===== src/rtl/tow_pkg.sv =====
// Shared definitions for the tug-of-war match controller: FSM state
// encoding and active-low seven-segment digit patterns (gfedcba).
package tow_pkg;

   typedef enum logic [1:0] {
      ST_PLAY  = 2'd0,
      ST_HOLD  = 2'd1,
      ST_CLEAR = 2'd2,
      ST_DONE  = 2'd3
   } state_t;

   // Segment order gfedcba, a lit segment is 0.
   localparam logic [6:0] SEG_0     = 7'b1000000;
   localparam logic [6:0] SEG_1     = 7'b1111001;
   localparam logic [6:0] SEG_2     = 7'b0100100;
   localparam logic [6:0] SEG_3     = 7'b0110000;
   localparam logic [6:0] SEG_4     = 7'b0011001;
   localparam logic [6:0] SEG_5     = 7'b0010010;
   localparam logic [6:0] SEG_6     = 7'b0000010;
   localparam logic [6:0] SEG_7     = 7'b1111000;
   localparam logic [6:0] SEG_8     = 7'b0000000;
   localparam logic [6:0] SEG_9     = 7'b0010000;
   localparam logic [6:0] SEG_BLANK = 7'b1111111;

endpackage


===== src/rtl/tow_match_ctrl_if.sv =====
// Match-controller bus: win flags and start request in, freeze/reset
// controls, score digits and match result out.
interface tow_match_ctrl_if;

   logic       win_l;
   logic       win_r;
   logic       start;
   logic [1:0] idle;
   logic       round_reset;
   logic [6:0] hex_l;
   logic [6:0] hex_r;
   logic       match_over;
   logic [1:0] champion;

   // Driver side: score blocks and the match-start control.
   modport master (
      output win_l, win_r, start,
      input  idle, round_reset, hex_l, hex_r, match_over, champion
   );

   // Controller side.
   modport slave (
      input  win_l, win_r, start,
      output idle, round_reset, hex_l, hex_r, match_over, champion
   );

endinterface


===== src/rtl/tow_seg7.sv =====
// Decimal digit to active-low seven-segment pattern; values above 9 blank.
module tow_seg7
   import tow_pkg::*;
(
   input  logic [3:0] value,
   output logic [6:0] seg
);

   // Pure lookup from the 4-bit count to the gfedcba pattern.
   always_comb begin
      unique case (value)
         4'd0:    seg = SEG_0;
         4'd1:    seg = SEG_1;
         4'd2:    seg = SEG_2;
         4'd3:    seg = SEG_3;
         4'd4:    seg = SEG_4;
         4'd5:    seg = SEG_5;
         4'd6:    seg = SEG_6;
         4'd7:    seg = SEG_7;
         4'd8:    seg = SEG_8;
         4'd9:    seg = SEG_9;
         default: seg = SEG_BLANK;
      endcase
   end

endmodule


===== src/rtl/tow_match_ctrl.sv =====
// Tug-of-war match controller: counts round wins per side, freezes the
// board after each round, resets the score blocks, and declares a champion.
module tow_match_ctrl
   import tow_pkg::*;
#(
   parameter int WIN_ROUNDS  = 7,
   parameter int HOLD_CYCLES = 4
) (
   input  logic             clk,
   input  logic             reset,
   tow_match_ctrl_if.slave  bus
);

   localparam logic [3:0] WIN_CNT   = 4'(WIN_ROUNDS);
   localparam logic [7:0] HOLD_LAST = 8'(HOLD_CYCLES - 1);

   state_t     state, state_n;
   logic [3:0] cnt_l, cnt_l_n;
   logic [3:0] cnt_r, cnt_r_n;
   logic [7:0] hold_cnt, hold_cnt_n;
   logic       win_l_q, win_r_q;
   logic       rise_l, rise_r;

   // Only a fresh 0->1 transition counts; a flag held high is one event.
   assign rise_l = bus.win_l & ~win_l_q;
   assign rise_r = bus.win_r & ~win_r_q;

   // State, counts and edge-detect registers with synchronous reset.
   // NOTE: sequential state uses non-blocking assignments so every register
   // samples the pre-edge values of the others.
   always_ff @(posedge clk) begin
      if (!reset) begin
         state    <= ST_PLAY;
         cnt_l    <= '0;
         cnt_r    <= '0;
         hold_cnt <= '0;
         win_l_q  <= 1'b0;
         win_r_q  <= 1'b0;
      end else begin
         state    <= state_n;
         cnt_l    <= cnt_l_n;
         cnt_r    <= cnt_r_n;
         hold_cnt <= hold_cnt_n;
         win_l_q  <= bus.win_l;
         win_r_q  <= bus.win_r;
      end
   end

   // Next-state and next-count logic.
   // NOTE: every variable gets a default first so no path infers a latch.
   always_comb begin
      state_n    = state;
      cnt_l_n    = cnt_l;
      cnt_r_n    = cnt_r;
      hold_cnt_n = hold_cnt;
      unique case (state)
         ST_PLAY: begin
            if (rise_l && rise_r) begin
               state_n = ST_CLEAR;              // tie: no score, straight to clear
            end else if (rise_l) begin
               if (cnt_l < WIN_CNT) cnt_l_n = cnt_l + 4'd1;
               hold_cnt_n = '0;
               state_n    = ST_HOLD;
            end else if (rise_r) begin
               if (cnt_r < WIN_CNT) cnt_r_n = cnt_r + 4'd1;
               hold_cnt_n = '0;
               state_n    = ST_HOLD;
            end
         end
         ST_HOLD: begin
            if (hold_cnt == HOLD_LAST) state_n = ST_CLEAR;
            else                       hold_cnt_n = hold_cnt + 8'd1;
         end
         ST_CLEAR: begin
            if (cnt_l == WIN_CNT || cnt_r == WIN_CNT) state_n = ST_DONE;
            else                                      state_n = ST_PLAY;
         end
         ST_DONE: begin
            // A new match reuses CLEAR for its single round_reset pulse;
            // with counts zeroed, CLEAR then falls through to PLAY.
            if (bus.start) begin
               cnt_l_n = '0;
               cnt_r_n = '0;
               state_n = ST_CLEAR;
            end
         end
         default: state_n = ST_PLAY;
      endcase
   end

   // Outputs decoded purely from registered state and counts.
   always_comb begin
      bus.idle        = 2'b00;
      bus.round_reset = 1'b0;
      bus.match_over  = 1'b0;
      bus.champion    = 2'b00;
      unique case (state)
         ST_PLAY: ;
         ST_HOLD: bus.idle = 2'b01;
         ST_CLEAR: begin
            bus.idle        = 2'b01;
            bus.round_reset = 1'b1;
         end
         ST_DONE: begin
            bus.idle       = 2'b11;
            bus.match_over = 1'b1;
            if (cnt_l == WIN_CNT)      bus.champion = 2'b01;
            else if (cnt_r == WIN_CNT) bus.champion = 2'b10;
         end
         default: ;
      endcase
   end

   tow_seg7 u_seg_l (.value(cnt_l), .seg(bus.hex_l));
   tow_seg7 u_seg_r (.value(cnt_r), .seg(bus.hex_r));

endmodule


===== src/flat_wrapper.sv =====
// flat-port wrapper written by rule: the top's interface ports become plain ports
module tow_match_ctrl_flat import tow_pkg::*;
#(
   parameter int WIN_ROUNDS  = 7,
   parameter int HOLD_CYCLES = 4
)
  (clk, reset, bus_win_l, bus_win_r, bus_start, bus_idle, bus_round_reset, bus_hex_l, bus_hex_r, bus_match_over, bus_champion);
  tow_match_ctrl_if bus_i ();
  input  logic clk;
  input  logic reset;
  input wire logic [$bits(bus_i.win_l)-1:0] bus_win_l;
  input wire logic [$bits(bus_i.win_r)-1:0] bus_win_r;
  input wire logic [$bits(bus_i.start)-1:0] bus_start;
  output wire logic [$bits(bus_i.idle)-1:0] bus_idle;
  output wire logic [$bits(bus_i.round_reset)-1:0] bus_round_reset;
  output wire logic [$bits(bus_i.hex_l)-1:0] bus_hex_l;
  output wire logic [$bits(bus_i.hex_r)-1:0] bus_hex_r;
  output wire logic [$bits(bus_i.match_over)-1:0] bus_match_over;
  output wire logic [$bits(bus_i.champion)-1:0] bus_champion;
  assign bus_i.win_l = bus_win_l;
  assign bus_i.win_r = bus_win_r;
  assign bus_i.start = bus_start;
  assign bus_idle = bus_i.idle;
  assign bus_round_reset = bus_i.round_reset;
  assign bus_hex_l = bus_i.hex_l;
  assign bus_hex_r = bus_i.hex_r;
  assign bus_match_over = bus_i.match_over;
  assign bus_champion = bus_i.champion;
  tow_match_ctrl #(.WIN_ROUNDS(WIN_ROUNDS), .HOLD_CYCLES(HOLD_CYCLES)) u_core (.clk(clk), .reset(reset), .bus(bus_i));
endmodule

===== config.mk =====
export PLATFORM = sky130hd
export DESIGN_NAME = tow_match_ctrl_flat
export DESIGN_NICKNAME = d
export VERILOG_FILES = /design/src/rtl/tow_pkg.sv /design/src/rtl/tow_match_ctrl_if.sv /design/src/rtl/tow_seg7.sv /design/src/rtl/tow_match_ctrl.sv /design/src/flat_wrapper.sv
export SDC_FILE = /design/constraint.sdc
export NUM_CORES = 1
export LEC_CHECK = 0
export ABC_AREA = 1
export BUFFER_PORTS_ARGS = -buffer_cell sky130_fd_sc_hd__buf_2
export CORE_ASPECT_RATIO = 0.7
export CORE_UTILIZATION = 40
export CTS_BUF_LIST = sky130_fd_sc_hd__clkbuf_8
export DETAILED_ROUTE_END_ITERATION = 10
export HOLD_SLACK_MARGIN = 0.05
export PLACE_DENSITY = 0.55
export RECOVER_POWER = 50
export SLEW_MARGIN = 10
export SYNTH_ARGS = -nofsm -noshare
export SYNTH_HDL_FRONTEND = slang
export SYNTH_SLANG_ARGS = --single-unit

===== constraint.sdc =====
create_clock -name clk -period 2.6 [get_ports clk]
set_clock_uncertainty 0.15 [all_clocks]
set_input_delay 0.39 -clock clk [delete_from_list [all_inputs] [get_ports clk]]
set_output_delay 0.39 -clock clk [all_outputs]
set_load 0.01 [all_outputs]

; ---- Word level (Yosys, flattened, before mapping)
; Memory sizes are Yosys's and may differ from the RTL's. A register that Yosys moved wholly into a read port is not among the register bits.
; Index checks and enable logic that the tools add are counted.
[word_totals]
regBits = 20
n_memories = 2
out_inout_bits = 20
romBits = 224
[op_classes]
magnitude_cmp = 2
reduce_logical = 10
mux = 32
bitwise = 4
n_addsub = 3
n_eq_ne = 17
[memory_table]
columns = name, words, width, read_ports, rd_clocked_by_memory_dff, write_ports, line_no
row1 = (no name shown), 16, 7, 1, 1, 0, tow_seg7.sv:11  ; unique case (value)
row2 = (no name shown), 16, 7, 1, 1, 0, tow_seg7.sv:11
[ops]
columns = cell, n
row1 = 4-bit two-way mux, 12
row2 = 8-bit two-way mux, 4
row3 = 2-bit two-way mux, 9
row4 = 4-bit one-hot mux with 2 select lines, 2
row5 = 8-bit one-hot mux with 2 select lines, 1
row6 = 2-bit by 1-bit inequality test with 1-bit output (second input constant), 5
row7 = 4-bit by 1-bit adder with 4-bit output (second input constant), 2
row8 = 8-bit by 1-bit adder with 8-bit output (second input constant), 1
row9 = 4-bit by 3-bit == test with 1-bit output (second input constant), 2
row10 = 8-bit by 2-bit == test with 1-bit output (second input constant), 1
row11 = 4-bit by 3-bit less-than comparator with 1-bit output (second input constant), 2
row12 = 2-bit inequality test (second input constant), 4
row13 = 2-bit one-hot mux with 4 select lines, 1
row14 = 6-bit AND reduction, 1
row15 = 5-bit AND reduction, 1
row16 = 2-bit == test (second input constant), 2
row17 = 4-bit by 1-bit inequality test with 1-bit output (second input constant), 1
row18 = 2-bit one-hot mux with 2 select lines, 1
row19 = 4-bit AND reduction, 1
row20 = 2-bit nonzero test, 2
row21 = 3-bit by 1-bit inequality test with 1-bit output (second input constant), 1
row22 = 3-bit AND reduction, 1
row23 = 1-bit AND, 2
row24 = 2-bit by 1-bit == test with 1-bit output (second input constant), 1
row25 = other kinds (6), 8

; ---- Depth between registers and ports, before layout
[depth]
depth_word = 8
ltp_mapped = 16
ltp_nobuf = 16

; ---- Cells and area by module
; From an unflattened synthesis, not the netlist that was laid out.
[unflattened]
cells_unflattened = 252
hier_area_um2 = 1572.8
[modules_own_cells]
columns = module, instances, cells_each, area_each_um2
row1 = tow_match_ctrl, 1, 182, 1197.4
row2 = tow_seg7, 2, 35, 187.7

; ---- Worst setup path after synthesis
; No wires, ideal clock.
[synth_timing]
path_kind = register to register
from = register u_core.state[0]
to = register, netlist name u_core.u_seg_l.seg[3]
path_buffers = 0
t_arrival_ns = 1.844
synth_period_minus_slack_ns = 2.107
stages_incl_launch_ff = 17
path_slack_ns = 0.493
path_cell_list = dfxtp_1 -> inv_1 -> ha_1 -> nand2_1 -> nand2_2 -> nand2_1 -> nand2_2 -> nand2_4 -> nand2_1 -> nand2_1 -> nand2_2 -> inv_1 -> ha_1 -> nand3_1 -> nand2_1 -> nand2_1 -> nand2_1
[synth_between]
elab_chain_len = 5
elab_cells_between_ends = 11
cone_classes = 5 x eq/ne / 3 x mux / 3 x reduce/logical
[synth_lines]
columns = element, line_no
row1 = start: declaration, tow_match_ctrl.sv:17  ; state_t state, state_n;
row2 = start signal: assignment, tow_match_ctrl.sv:40  ; state <= state_n;
row3 = 2-bit == test or 2-bit zero test (tied branches), tow_match_ctrl.sv:56  ; unique case (state)
row4 = "2-bit inequality test (no source line), or another cell as far along", --
row5 = 5-bit AND reduction (no source line), --
row6 = 4-bit two-way mux (no source line) (*) (2 in series), --
; Mark *: on every way between the ends. The rest lies on a longest branch, timed or not.
; A chain may end at the register's enable or synchronous reset.

; ---- Worst setup path in the final report
[layout_timing]
from = register u_core.state[1]
to = register, netlist name u_core.u_seg_l.seg[3]
[layout_between]
elab_chain_len = 5
elab_cells_between_ends = 11
cone_classes = 5 x eq/ne / 3 x mux / 3 x reduce/logical
[layout_lines]
columns = element, line_no
row1 = 2-bit == test or 2-bit zero test (tied branches), tow_match_ctrl.sv:56
row2 = "2-bit inequality test (no source line), or another cell as far along", --
row3 = 5-bit AND reduction (no source line), --
row4 = 4-bit two-way mux (no source line) (*) (2 in series), --
; Marks and branches as above.

==> qor.txt <==
Seq/Total Area, Yosys - 33.1%
I/O pin count - 25
Starting DRT DRC Count - 88
Final nets - 333
Pre-antenna DRT Iters - 4
Area growth from synthesis to layout - 12.3%
Slew Limit Fails - 0
Fin crit share - 91.1%
#FFs+latches synth - 34
Status - completed
CTS tree - built
EDFF count, synth - 0
Critical Path AT - 2.39 ns
Startpoint types - register
Largest net degree at the start of global routing - 12
Root Buffer - clkbuf_8
Sequential share of power - 32.0%
Max clock buf depth - 2
Initial core utilization - 42.3%
YS warnings - 0
Final Util - 47.6%
Post-synthesis cell type count - 31
Worst EP required - 2.63 ns
Synth async-reset ratio - 0%
Hpwl dp - 3.03 mm
Hold-fix buffers at CTS - 0
Power Density - 959 nW/µm²
GR Util All Layers - 16.5%
Highest clock rate - 0.422 GHz
Initial antenna violation count - 0
Post-route ant nets - 0
Final worst path period need - 2.37 ns
First-pass GRT wire length - 6.87 mm
Synth Instances - 282
Clk pin slew, worst setup/hold paths - 0.07 ns
Vias in the first global route - 1451
Remaining DRCs - 0
CORE AREA - 4860 µm²
Worst Tran Pin Value - 0.559 ns
Cts bufs inserted - 5
Mapped Area - 2060 µm²
DRT Wirelength - 3.95 mm
Clock latency on the worst-skew pair - 0.28 ns
H-tree depth - 2
Post-route cell area - 2310 µm²
Antenna diodes - 0
WL/cell - 10.4 µm
Leak - 1.21 nW
Die Wd - 87.7 µm
Comb power frac - 50.3%
Internal power - 0.00123 W
Avg Cell Area, Syn - 7.30 µm²
Cell Rows - 21
Post-DP Area - 2240 µm²
Max VDD drop - 0.284 mV
Setup_tns - 0 ns
Vias - 1716
Postcts setup bufs - 0
Maxcap violations - 0
Share of cells above drive strength 1 - 16.1%
Sw Pwr - 0.000983 W
Post-CTS sizing - 0
GRT overflow - 0
Max_slew headroom - 62.8%
Final hold vios - 0
WS Path Type - register to register
CP Max Fanout - 9
Die area - 5440 µm²
RSZ-0062 raised after global routing - false
Port Buffers - 24
Vias per cell - 4.52
Mapped Nets - 305
Power share of the clock group - 17.7%
Clk sinks - 34
# setup viols final - 0
RePlAce Congestion - 0.782
Crit. End Element - register
Chip Height - 62.0 µm
Hold/Removal Path Class - input port to register
Sw Ratio - 44.3%
Ys flop type - dfxtp_1
## area by class of cell
| type | count | area, µm² |
|---|---|---|
| inverters | 36 | 135 |
| well taps | 69 | 86.3 |
| fillers | 519 | 2550 |
| multi-input cells | 208 | 1210 |
| repair buffers | 25 | 104 |
| clock inverters | 2 | 8.76 |
| clock buffers | 6 | 82.6 |
| flip-flops and latches | 34 | 681 |
## final timing paths
kind	startpoint	end	slack, ns	cells past startpoint
hold reg to reg	u_core.hold_cnt[4]$_SDFFE_PN0P_	u_core.hold_cnt[4]$_SDFFE_PN0P_	0.35	2
hold / removal	bus_win_r	u_core.win_r_q$_SDFF_PN0_	0.19	3
setup reg to reg	u_core.state[1]$_SDFFE_PN0P_	u_core.u_seg_l.seg[3]$_DFF_P_	0.23	13
setup / recovery	u_core.state[1]$_SDFFE_PN0P_	u_core.u_seg_l.seg[3]$_DFF_P_	0.23	13
## flip-flops by register name (all words and copies together) (netlist names)
register / cells
u_core.cnt_r: 4
u_core.state: 2
u_core.u_seg_r.seg: 7
u_core.hold_cnt: 8
u_core.cnt_l: 4
u_core.win_l_q: 1
u_core.u_seg_l.seg: 7
u_core.win_r_q: 1
## power groups by stage
stage | Clock (W) | Sequential, W | Combinational, W
final | 0.000393 | 0.000711 | 0.00111
after global placement | 0 | 0.000720 | 0.00116
after CTS | 0.000414 | 0.000709 | 0.00115
after global routing | 0.000436 | 0.000727 | 0.00132
after floorplan | 0 | 0.000749 | 0.000861
after detailed placement | 0 | 0.000720 | 0.00115
## cell usage after synthesis, drive strengths merged (2+ instances only)
master,number,area (µm²)
nor4,2,12.5
nand3,23,133
dfxtp,34,681
inv,35,131
nand2,100,477
nor2,27,116
a21oi,9,45.0
o21ai,7,42.5
buf,3,23.8
nor3b,3,22.5
nand4,7,43.8
xor2,6,52.6
ha,18,225
or2,2,12.5
## layer usage
layer,share of wire [%],wire length (µm),track usage (%)
met5,0,0,0
met4,0.41,16,4.92
met3,4.8,188,4.23
met2,39,1540,22.6
met1,56,2200,24.9
## placed cells by master, fill, tap and decap left out, drive strengths merged
master,netlist,layout
clkinv,1,2
nand3,23,23
nor2,27,27
nor3,1,1
nand4,7,7
nor3b,3,3
a21oi,9,9
o21ai,7,7
o21bai,1,1
dfxtp,34,34
inv,35,36
nand2,100,100
nand3b,1,1
buf,3,6
or2,2,2
a31o,1,1
xor2,6,6
clkbuf,1,25
ha,18,18
nor4,2,2
## worst max-delay path, stage by stage (launching register included)
cell and delay (ns):
dfxtp_1 0.38, ha_1 0.41, inv_1 0.20, nand3_1 0.16, inv_1 0.08, nand2_1 0.06
nand2_1 0.06, nand2_2 0.13, inv_1 0.08, ha_1 0.33, nand3_1 0.09, nand2_1 0.05
nand2_1 0.05, nand2_1 0.04
## per-stage QoR
step | std cells | worst slack, ns | power [W] | hold WS (ns)
after floorplan | 282 | 0.493 | 0.00161 | 0.321
after global placement | 372 | 0.278 | 0.00188 | 0.341
after detailed placement | 372 | 0.231 | 0.00187 | 0.346
after CTS | 380 | 0.220 | 0.00228 | 0.184
after global routing | 380 | 0.0197 | 0.00248 | 0.190
final | 380 | 0.232 | 0.00222 | 0.194
## kinds of logic after synthesis
family                     share of synthesized area, %
buffers and inverters                              7.90
DFF                                                33.1
adders and majority gates                          10.9
and+or+nand+nor                                    40.3
AOI/OAI and AO/OA                                  5.23
xor gates and xnor gates                           2.55
No activity file was read; power rests on OpenSTA's default activity.
